**src/rtl/conv_layer_ctrl.sv**
```systemverilog
// conv_layer_ctrl: frame sequencer for a bank of conv_layer units.
// Counts word credits into the shared input FIFO, fires one start pulse per
// frame once a full frame is buffered, tracks the frame load, waits for all
// convs to report valid, hands results downstream and retires them with yumi.
//
// Ports
//   clk_i          single clock, rising edge
//   reset_ni       asynchronous active-low reset (deassertion synchronised)
//   fifo_wen_i     write strobe into the shared input FIFO
//   fifo_full_i    input FIFO full
//   fifo_ren_i     read strobe from the conv units (lead conv ready_o)
//   fifo_empty_i   input FIFO empty
//   conv_valid_i   per-conv valid_o, NUM_CONVS wide
//   start_o        one-cycle start pulse broadcast to all convs
//   conv_yumi_o    one-cycle yumi broadcast to all convs
//   valid_o        all conv results valid (downstream handshake)
//   ready_i        downstream accepts results
//   busy_o         controller not idle
//   frame_count_o  completed frames, wraps modulo 2^FRAME_CNT_W
//   error_o        sticky error (credit underflow, stray read, watchdog)
//
// Build option
//   CONV_LAYER_CTRL_TIMEOUT_EN  when defined, adds the TIMEOUT_CYCLES parameter
//   and a COMPUTE watchdog that flushes the convs and returns to IDLE.
//
// start_o, valid_o, busy_o and conv_yumi_o are decoded from the state register
// (conv_yumi_o also from ready_i) so they follow the handshake in the same cycle.

module conv_layer_ctrl #(
    parameter int unsigned INPUT_LAYER_HEIGHT = 4,
    parameter int unsigned KERNEL_WIDTH       = 2,
    parameter int unsigned NUM_CONVS          = 2,
    parameter int unsigned FRAME_CNT_W        = 16
`ifdef CONV_LAYER_CTRL_TIMEOUT_EN
    ,
    parameter int unsigned TIMEOUT_CYCLES     = 255
`endif
) (
    input  logic                   clk_i,
    input  logic                   reset_ni,
    input  logic                   fifo_wen_i,
    input  logic                   fifo_full_i,
    input  logic                   fifo_ren_i,
    input  logic                   fifo_empty_i,
    input  logic [NUM_CONVS-1:0]   conv_valid_i,
    output logic                   start_o,
    output logic                   conv_yumi_o,
    output logic                   valid_o,
    input  logic                   ready_i,
    output logic                   busy_o,
    output logic [FRAME_CNT_W-1:0] frame_count_o,
    output logic                   error_o
);

    localparam int unsigned FRAME_WORDS = INPUT_LAYER_HEIGHT * KERNEL_WIDTH;
    localparam int unsigned CREDIT_MAX  = 2 * FRAME_WORDS;
    localparam int unsigned CREDIT_W    = $clog2(CREDIT_MAX + 1);
    localparam int unsigned LOAD_W      = $clog2(FRAME_WORDS + 1);

    localparam logic [2:0] S_IDLE    = 3'd0;
    localparam logic [2:0] S_START   = 3'd1;
    localparam logic [2:0] S_LOAD    = 3'd2;
    localparam logic [2:0] S_COMPUTE = 3'd3;
    localparam logic [2:0] S_OUTPUT  = 3'd4;

    logic [2:0]             r_state;
    logic [2:0]             w_next_state;
    logic [1:0]             r_rst_sync;
    logic [CREDIT_W-1:0]    r_credit;
    logic [LOAD_W-1:0]      r_load_cnt;
    logic [FRAME_CNT_W-1:0] r_frame_count;
    logic                   r_error;

    logic w_run;
    logic w_wr_acc;
    logic w_rd_acc;
    logic w_underflow;
    logic w_rd_stray;
    logic w_all_valid;
    logic w_frame_done;
    logic w_timeout;
    logic w_credit_full;
    logic w_frame_ready;
    logic w_load_last;

    // Handshake qualification
    assign w_wr_acc      = fifo_wen_i & ~fifo_full_i;
    assign w_rd_acc      = fifo_ren_i & ~fifo_empty_i;
    assign w_all_valid   = &conv_valid_i;
    assign w_credit_full = (r_credit == CREDIT_W'(CREDIT_MAX));
    assign w_frame_ready = (r_credit >= CREDIT_W'(FRAME_WORDS));
    assign w_load_last   = (r_load_cnt == LOAD_W'(FRAME_WORDS - 1));

    // A read with no credit left and no simultaneous write is an underflow
    assign w_underflow   = w_rd_acc & ~w_wr_acc & (r_credit == '0);
    // Reads are only expected while a frame is being loaded
    assign w_rd_stray    = w_rd_acc & (r_state != S_LOAD);
    assign w_frame_done  = (r_state == S_OUTPUT) & ready_i;

    // Two-flop reset release; the FSM stays in IDLE until it completes
    always_ff @(posedge clk_i or negedge reset_ni) begin
        if (!reset_ni) begin
            r_rst_sync <= 2'b00;
        end else begin
            r_rst_sync <= {r_rst_sync[0], 1'b1};
        end
    end

    assign w_run = r_rst_sync[1];

`ifdef CONV_LAYER_CTRL_TIMEOUT_EN
    localparam int unsigned WDOG_W = $clog2(TIMEOUT_CYCLES + 1);

    logic [WDOG_W-1:0] r_wdog;

    // Counts COMPUTE cycles already elapsed; fires in the TIMEOUT_CYCLES-th one
    always_ff @(posedge clk_i or negedge reset_ni) begin
        if (!reset_ni) begin
            r_wdog <= '0;
        end else if ((r_state == S_COMPUTE) && !w_all_valid && !w_timeout) begin
            r_wdog <= r_wdog + WDOG_W'(1);
        end else begin
            r_wdog <= '0;
        end
    end

    assign w_timeout = (r_state == S_COMPUTE) && !w_all_valid &&
                       (r_wdog == WDOG_W'(TIMEOUT_CYCLES - 1));
`else
    assign w_timeout = 1'b0;
`endif

    // Word credit: net writes minus reads, saturating high, held on underflow
    always_ff @(posedge clk_i or negedge reset_ni) begin
        if (!reset_ni) begin
            r_credit <= '0;
        end else if (w_wr_acc && !w_rd_acc) begin
            if (!w_credit_full) begin
                r_credit <= r_credit + CREDIT_W'(1);
            end
        end else if (!w_wr_acc && w_rd_acc) begin
            if (r_credit != '0) begin
                r_credit <= r_credit - CREDIT_W'(1);
            end
        end
    end

    // State register
    always_ff @(posedge clk_i or negedge reset_ni) begin
        if (!reset_ni) begin
            r_state <= S_IDLE;
        end else begin
            r_state <= w_next_state;
        end
    end

    // Next-state logic
    always_comb begin
        w_next_state = r_state;
        case (r_state)
            S_IDLE: begin
                if (w_run && w_frame_ready) begin
                    w_next_state = S_START;
                end
            end
            S_START: begin
                w_next_state = S_LOAD;
            end
            S_LOAD: begin
                if (w_rd_acc && w_load_last) begin
                    w_next_state = S_COMPUTE;
                end
            end
            S_COMPUTE: begin
                if (w_all_valid) begin
                    w_next_state = S_OUTPUT;
                end else if (w_timeout) begin
                    w_next_state = S_IDLE;
                end
            end
            S_OUTPUT: begin
                if (ready_i) begin
                    w_next_state = S_IDLE;
                end
            end
            default: begin
                w_next_state = S_IDLE;
            end
        endcase
    end

    // Words read so far in the current frame
    always_ff @(posedge clk_i or negedge reset_ni) begin
        if (!reset_ni) begin
            r_load_cnt <= '0;
        end else if (r_state == S_START) begin
            r_load_cnt <= '0;
        end else if ((r_state == S_LOAD) && w_rd_acc) begin
            r_load_cnt <= r_load_cnt + LOAD_W'(1);
        end
    end

    // Completed frames; a watchdog flush does not count
    always_ff @(posedge clk_i or negedge reset_ni) begin
        if (!reset_ni) begin
            r_frame_count <= '0;
        end else if (w_frame_done) begin
            r_frame_count <= r_frame_count + FRAME_CNT_W'(1);
        end
    end

    // Sticky error, cleared only by reset
    always_ff @(posedge clk_i or negedge reset_ni) begin
        if (!reset_ni) begin
            r_error <= 1'b0;
        end else if (w_underflow || w_rd_stray || w_timeout) begin
            r_error <= 1'b1;
        end
    end

    // State decodes; the watchdog flush reuses yumi to drain the convs
    assign start_o       = (r_state == S_START);
    assign valid_o       = (r_state == S_OUTPUT);
    assign busy_o        = (r_state != S_IDLE);
    assign conv_yumi_o   = w_frame_done | w_timeout;
    assign frame_count_o = r_frame_count;
    assign error_o       = r_error;

endmodule

```
**config.mk**
```make
export PLATFORM = sky130hd
export DESIGN_NAME = conv_layer_ctrl
export DESIGN_NICKNAME = d
export VERILOG_FILES = /design/src/rtl/conv_layer_ctrl.sv
export SDC_FILE = /design/constraint.sdc
export NUM_CORES = 1
export LEC_CHECK = 0
export CORE_MARGIN = 5
export CORE_UTILIZATION = 56
export CTS_CLUSTER_SIZE = 24
export DETAILED_ROUTE_END_ITERATION = 10
export HOLD_SLACK_MARGIN = 0.02
export MAX_ROUTING_LAYER = met4
export PLACE_DENSITY = 0.81
export RECOVER_POWER = 25
export REMOVE_ABC_BUFFERS = 1
export SETUP_SLACK_MARGIN = 0.05
export SLEW_MARGIN = 20
export SYNTH_ARGS = -nofsm -noshare
export SYNTH_HDL_FRONTEND = slang
export SYNTH_SLANG_ARGS = --single-unit
export TNS_END_PERCENT = 10
```
**constraint.sdc**
```tcl
create_clock -name clk_i -period 3 [get_ports clk_i]
set_clock_uncertainty 0.05 [all_clocks]
set_input_delay 0.6 -clock clk_i [delete_from_list [all_inputs] [get_ports clk_i]]
set_output_delay 0.6 -clock clk_i [all_outputs]
set_load 0.02 [all_outputs]
```
==> results.sh, run 1 <==
export IMPL_post_cts_buffers=0
export IMPL_die_height_microns=64.6
export IMPL_cts_root_buf="clkbuf_4"
export IMPL_max_stage_delay_ns=0.62
export IMPL_start_util=0.595
export IMPL_setup_violations=0
export IMPL_use_met1=0.220
export IMPL_post_dp_hpwl_microns=2510
export IMPL_synth_edff_count=0
export IMPL_failed_checks="capacitance limit, slew limit"
export IMPL_r2r_cells=5
export IMPL_r2r_start="r_state[0]$_DFFE_PN0P_"
export IMPL_relSlewSlack=-0.0777
export IMPL_status="complete, but fails checks"
export IMPL_synth_seq_cells=31
export IMPL_drt_first_pass_iters=4
export IMPL_nFillCells=214
export IMPL_path_delay_family="buffers and inverters"
export IMPL_synth_top_area_frac=0.465
export IMPL_core_region_area_sq_mm=0.00281
export IMPL_cts_hold_buf=0
export IMPL_ir_drop_mv=0.559
export IMPL_cts_resized_gates=0
export IMPL_critPathRequiredTime_ns=2.35
export IMPL_start_kind="input port"
export IMPL_post_route_period_util=0.891
export IMPL_vias=1323
export IMPL_routed_wl_microns=3380
export IMPL_critPathLaunch="ready_i"
export IMPL_switchingPower_mw=0.496
export IMPL_grtUsageMet3=0.0570
export IMPL_grt_setup_unrepaired="no"
export IMPL_holdCritPathClass="reg -> reg"
export IMPL_crit_fanout=4
export IMPL_htreeDepth=2
export IMPL_finalSetupTns_ns=0
export IMPL_worstPathArrival_ns=2.02
export IMPL_pwr_share_clk=0.244
export IMPL_ios=30
export IMPL_diodes=0
export IMPL_whs_ns=0.314
export IMPL_p_comb_frac=0.314
export IMPL_setup_slack_ns=0.327
export IMPL_pwr_share_seq=0.443
export IMPL_synth_warnings=0
export IMPL_finalHoldViolCount=0
export IMPL_cts_sinks=31
export IMPL_end_kind="output port"
export IMPL_p_total_mw=1.42
export IMPL_fin_crit_ns=2.67
export IMPL_synth_top_cells_by_area="dfrtp_1, xnor2_1, ha_1, nand2_1, nand3_1"
export IMPL_cts_buffers=5
export IMPL_avgSynthCellArea_sq_um=10.2
export IMPL_internal_power_mw=0.926
export IMPL_synth_distinct_cells=39
export IMPL_clkLatencyLatePin_ns=0.34
export IMPL_final_util=0.739
export IMPL_antenna_found_initial=0
export IMPL_yosys_top_cells_count="dfrtp_1, nand2_1, xnor2_1"
export IMPL_clkTransAtPathRegs_ns=0.10
export IMPL_routed_via_density=5.75
export IMPL_cap_viol_max_count=1
export IMPL_placementRows=19
export IMPL_ant_nets=0
export IMPL_slowest_stage="clkdlybuf4s50_1"
export IMPL_top_usage_layer="met2"
export IMPL_grt_pass1_wl_microns=5830
export IMPL_synth_seq_area_share=0.465
export IMPL_grt_pass1_vias=1258
export IMPL_die_area_sq_mm=0.00417
export IMPL_worst_r2r_endpoint="frame_count_o[12]$_DFFE_PN0P_"
export IMPL_cpMostUsedCell="clkdlybuf4s50_1"
export IMPL_path_buf_inv=3
export IMPL_syn_inst=164
export IMPL_switching_share=0.349
export IMPL_crit_type="in -> out"
export IMPL_path_depth=4
export IMPL_grt_util_all_layers=0.187
export IMPL_synth_ff_type="dfrtp_1"
export IMPL_clockBufferDepth=2
export IMPL_tritoncts="built"
export IMPL_syn_cell_area_sq_mm=0.00167
export IMPL_multiInputGateArea_sq_um=821
export IMPL_gp_congestion=0.849
export IMPL_final_layout_size_suffix_gt1_frac=0.0804
export IMPL_wl_per_cell_microns=14.7
export IMPL_synth_most_common_cell="dfrtp_1"
export IMPL_yosys_area_top_type="dfrtp_1"
export IMPL_seq_area_sq_um=776
export IMPL_async_flop_share=1.00
export IMPL_p_leak_nw=0.938
export IMPL_layout_nets=215
export IMPL_die_w_microns=64.6
export IMPL_port_buffers=29
export IMPL_hold_depth=0
export IMPL_drc=0
export IMPL_first_iter_violations=116
export IMPL_clock_fmax_mhz=374
export IMPL_place_ws_ns=0.149
export IMPL_synthToLayoutAreaGrowth_pct=24.2
export IMPL_use_met2=0.294
export IMPL_overflow=0
export IMPL_crit_path_end="conv_yumi_o"
export IMPL_maxSlewViolCount=32
export IMPL_powerDensity_mw_per_mm2=686
export IMPL_tightest_slew_ns=1.62
export IMPL_rrSetupSlack_ns=1.01
export IMPL_crit_chain="clkdlybuf4s50_1 > nand4bb_4 > inv_1 > clkdlybuf4s50_1"
export IMPL_grt_max_degree=32
==> worst min path at each step <==
stage,start,end,slack (ns)
floorplan,reset_ni,error_o$_DFFE_PN0P_,0.25
finish,r_rst_sync[0]$_DFF_PN0_,r_rst_sync[1]$_DFF_PN0_,0.31
global route,r_rst_sync[0]$_DFF_PN0_,r_rst_sync[1]$_DFF_PN0_,0.32
detailed placement,r_rst_sync[0]$_DFF_PN0_,r_rst_sync[1]$_DFF_PN0_,0.29
global placement,r_rst_sync[0]$_DFF_PN0_,r_rst_sync[1]$_DFF_PN0_,0.29
CTS,r_rst_sync[0]$_DFF_PN0_,r_rst_sync[1]$_DFF_PN0_,0.31
==> logic make-up (layout without fill, tap and decap cells) <==
group                    Yosys count  count (layout)  synth area share
adder cells (fa/ha/maj)            8               8            0.0645
buffers and inverters             15              50            0.0428
flip-flops                        31              31             0.465
AO/OA/AOI/OAI                     24              24            0.0953
multiplexers                       3               3            0.0180
other                              1               1           0.00225
XOR/XNOR                          18              18            0.0945
AND/OR/NAND/NOR                   64              64             0.218
==> cells in the final DEF (no fill, tap or decap), drive strengths merged, types with 2 or more instances in the layout <==
| cell | netlist | final |
|---|---|---|
| buf | 2 | 3 |
| nor2b | 4 | 4 |
| xnor2 | 14 | 14 |
| a22oi | 2 | 2 |
| o2bb2ai | 2 | 2 |
| xor2 | 4 | 4 |
| and3 | 5 | 5 |
| nand2b | 2 | 2 |
| or2 | 2 | 2 |
| ha | 7 | 7 |
| a31oi | 2 | 2 |
| mux2i | 3 | 3 |
| a21o | 2 | 2 |
| nor4 | 3 | 3 |
| nand2 | 17 | 17 |
| nand4 | 2 | 2 |
| clkbuf | 4 | 7 |
| nor2 | 9 | 9 |
| dfrtp | 31 | 31 |
| clkdlybuf4s50 | 0 | 28 |
| o21ai | 4 | 4 |
| a21oi | 6 | 6 |
| inv | 9 | 9 |
| nor3 | 7 | 7 |
| nand3 | 9 | 9 |
==> layer usage <==
layer,vias up,part of all wire
met4,0,0.027
met5,-,0
met2,38,0.49
met1,639,0.42
li1,635,-
met3,11,0.055
==> power groups by stage <==
stage,Clock [mW],Sequential [mW],Combinational (mW)
after floorplan,0,0.615,0.318
after global placement,0,0.630,0.421
after detailed placement,0,0.635,0.446
after CTS,0.352,0.628,0.449
after global routing,0.366,0.648,0.500
final,0.346,0.630,0.446
==> stage by stage <==
stage	area [sq um]	std cells
floorplan	1630	158
CTS	2080	230
global route	2070	230
global placement	1990	222
finish	2070	230
detailed placement	1990	222
==> cell type report <==
type	count	area share
multi-input combinational	118	0.396
clock inverter	2	0.0169
clock buffer	6	0.0248
inverter	9	0.0163
tap	31	0.0187
timing repair buffer	33	0.153
sequential	31	0.374
==> state kept, by name (all words and copies together) (netlist names) <==
| name | count |
|---|---|
| error_o | 1 |
| frame_count_o | 16 |
| r_credit | 5 |
| r_load_cnt | 4 |
| r_rst_sync | 2 |
| r_state | 3 |
No activity file was read; power rests on OpenSTA's default activity.
==> inputs of run 2 (changes only) <==
--- a/config.mk
+++ b/config.mk
@@ -5,6 +5,7 @@
 export SDC_FILE = /design/constraint.sdc
 export NUM_CORES = 1
 export LEC_CHECK = 0
+export ABC_CLOCK_PERIOD_IN_PS = 3000
 export CORE_MARGIN = 5
 export CORE_UTILIZATION = 56
 export CTS_CLUSTER_SIZE = 24
==> constraint.sdc (replaced) <==
create_clock -name clk_i -period 3 [get_ports clk_i]
set_clock_uncertainty 0.05 [all_clocks]
set_input_delay 0.75 -clock clk_i [delete_from_list [all_inputs] [get_ports clk_i]]
set_output_delay 0.75 -clock clk_i [all_outputs]
set_load 0.02 [all_outputs]
==> run 2 against run 1 <==
Effect of this change:
- the flow still finishes with violations (capacitance limit, slew limit)
- die area is the same
- non-clock buffer count is 3 higher
- register-to-register slack improved by 0.10 ns
- clock power is 2% lower
- worst hold slack better by 0.0096 ns
- via count fell by 0.30%
- maximum frequency fell by 0.42%
- final area rose by 1.2%
- first-iteration DRC count fell by 30%
- cell count grew 1.3%
- critical endpoint is now busy_o
==> results.sh, run 2 (synthesis gave the netlist of run 1 again) <==
export IMPL_finalHoldViolCount=0
export IMPL_whs_ns=0.324
export IMPL_clkLatencyLatePin_ns=0.32
export IMPL_first_iter_violations=81
export IMPL_slowest_stage="dfrtp_1"
export IMPL_post_dp_hpwl_microns=2650
export IMPL_cts_sinks=31
export IMPL_vias=1319
export IMPL_status="complete, but fails checks"
export IMPL_path_depth=2
export IMPL_cts_hold_buf=0
export IMPL_grt_max_degree=32
export IMPL_placementRows=19
export IMPL_gp_congestion=0.855
export IMPL_critPathLaunch="r_state[0]$_DFFE_PN0P_"
export IMPL_grt_pass1_vias=1391
export IMPL_tritoncts="built"
export IMPL_routed_wl_microns=3560
export IMPL_final_util=0.748
export IMPL_r2r_cells=5
export IMPL_critPathRequiredTime_ns=2.20
export IMPL_worst_r2r_endpoint="frame_count_o[7]$_DFFE_PN0P_"
export IMPL_crit_path_end="busy_o"
export IMPL_largest_reg_flops=16
export IMPL_core_region_area_sq_mm=0.00281
export IMPL_dp_cells=225
export IMPL_setup_violations=0
export IMPL_grt_setup_unrepaired="no"
export IMPL_path_delay_family="flip-flops"
export IMPL_cap_viol_max_count=1
export IMPL_routed_via_density=5.66
export IMPL_end_kind="output port"
export IMPL_htreeDepth=2
export IMPL_seq_area_sq_um=776
export IMPL_clockBufferDepth=2
export IMPL_worstPathArrival_ns=1.88
export IMPL_tightest_slew_ns=1.67
export IMPL_place_ws_ns=0.0266
export IMPL_holdCritPathClass="reg -> reg"
export IMPL_clkTransAtPathRegs_ns=0.10
export IMPL_design_area_sq_mm=0.00210
export IMPL_fin_crit_ns=2.68
export IMPL_failed_checks="capacitance limit, slew limit"
export IMPL_cts_resized_gates=0
export IMPL_max_stage_delay_ns=0.57
export IMPL_p_leak_nw=0.971
export IMPL_r2r_start="r_state[0]$_DFFE_PN0P_"
export IMPL_dpl_cell_area_sq_mm=0.00201
export IMPL_antenna_found_initial=0
export IMPL_die_area_sq_mm=0.00417
export IMPL_ios=30
export IMPL_final_cell_mix="dfrtp_1, clkdlybuf4s50_1, nand2_1, xnor2_1"
export IMPL_start_util=0.595
export IMPL_nFillCells=211
export IMPL_finalSetupTns_ns=0
export IMPL_die_height_microns=64.6
export IMPL_start_kind="flop"
export IMPL_post_cts_buffers=0
export IMPL_p_total_mw=1.44
export IMPL_layout_nets=218
export IMPL_crit_type="reg -> out"
export IMPL_final_layout_size_suffix_gt1_frac=0.0941
export IMPL_crit_fanout=17
export IMPL_clock_fmax_mhz=373
export IMPL_drt_first_pass_iters=4
export IMPL_overflow=0
export IMPL_wl_per_cell_microns=15.3
export IMPL_diodes=0
export IMPL_setup_slack_ns=0.316
export IMPL_port_buffers=29
export IMPL_synthToLayoutAreaGrowth_pct=25.7
export IMPL_ant_nets=0
export IMPL_rrSetupSlack_ns=1.11
export IMPL_crit_chain="or3_1 > clkdlybuf4s50_1"
export IMPL_multiInputGateArea_sq_um=821
export IMPL_grt_pass1_wl_microns=6090
export IMPL_layout_commonest_cell="dfrtp_1"
export IMPL_relSlewSlack=-0.113
export IMPL_die_w_microns=64.6
export IMPL_ir_drop_mv=0.498
export IMPL_cts_root_buf="clkbuf_4"
export IMPL_drc=0
export IMPL_powerDensity_mw_per_mm2=685
export IMPL_path_buf_inv=1
export IMPL_cts_buffers=5
export IMPL_maxSlewViolCount=32
export IMPL_final_cells=233
export IMPL_grt_util_all_layers=0.194
export IMPL_post_route_period_util=0.895
==> run 2: how the worst min path moves through the flow <==
stage               cells past startpoint               startpoint                 endpoint  slack (ns)
floorplan                               0  r_rst_sync[0]$_DFF_PN0_  r_rst_sync[1]$_DFF_PN0_        0.28
global placement                        0  r_rst_sync[0]$_DFF_PN0_  r_rst_sync[1]$_DFF_PN0_        0.29
detailed placement                      0  r_rst_sync[0]$_DFF_PN0_  r_rst_sync[1]$_DFF_PN0_        0.29
CTS                                     0  r_rst_sync[0]$_DFF_PN0_  r_rst_sync[1]$_DFF_PN0_        0.32
global route                            0  r_rst_sync[0]$_DFF_PN0_  r_rst_sync[1]$_DFF_PN0_        0.33
finish                                  0  r_rst_sync[0]$_DFF_PN0_  r_rst_sync[1]$_DFF_PN0_        0.32
==> run 2: worst reg2reg max path: cells and delay by family, from the launching register on <==
kind | cells | cell delay (ns)
XOR/XNOR | 1 | 0.21
AND/OR/NAND/NOR | 3 | 0.79
buffers and inverters | 1 | 0.19
flip-flops | 1 | 0.57
==> run 2: report_power, final <==
part | leakage (nW) | internal [mW] | total [mW] | switching, mW
sequential | 0.397 | 0.494 | 0.638 | 0.144
combinational | 0.526 | 0.245 | 0.460 | 0.215
clock | 0.0482 | 0.197 | 0.338 | 0.141
==> run 2: area by class of cell <==
type                    count  area share
well taps                  31      0.0185
repair buffers             36       0.163
multi-input cells         118       0.391
flip-flops and latches     31       0.370
inverters                   9      0.0161
clock inverters             2      0.0167
clock buffers               6      0.0245
==> run 2: per-layer routing <==
layer	global-route usage	wire length [microns]	vias to the layer above
met4	0.103	97	0
met3	0.0311	153	10
met1	0.222	1480	624
li1	-	-	645
met5	-	0	-
met2	0.327	1820	40
==> inputs of run 3 (changes only) <==
--- a/config.mk
+++ b/config.mk
@@ -6,6 +6,7 @@
 export NUM_CORES = 1
 export LEC_CHECK = 0
 export ABC_CLOCK_PERIOD_IN_PS = 3000
+export CAP_MARGIN = 20
 export CORE_MARGIN = 5
 export CORE_UTILIZATION = 56
 export CTS_CLUSTER_SIZE = 24
==> results of run 3 <==
Same layout as run 2: the final DEF is identical, and so are final timing and power.
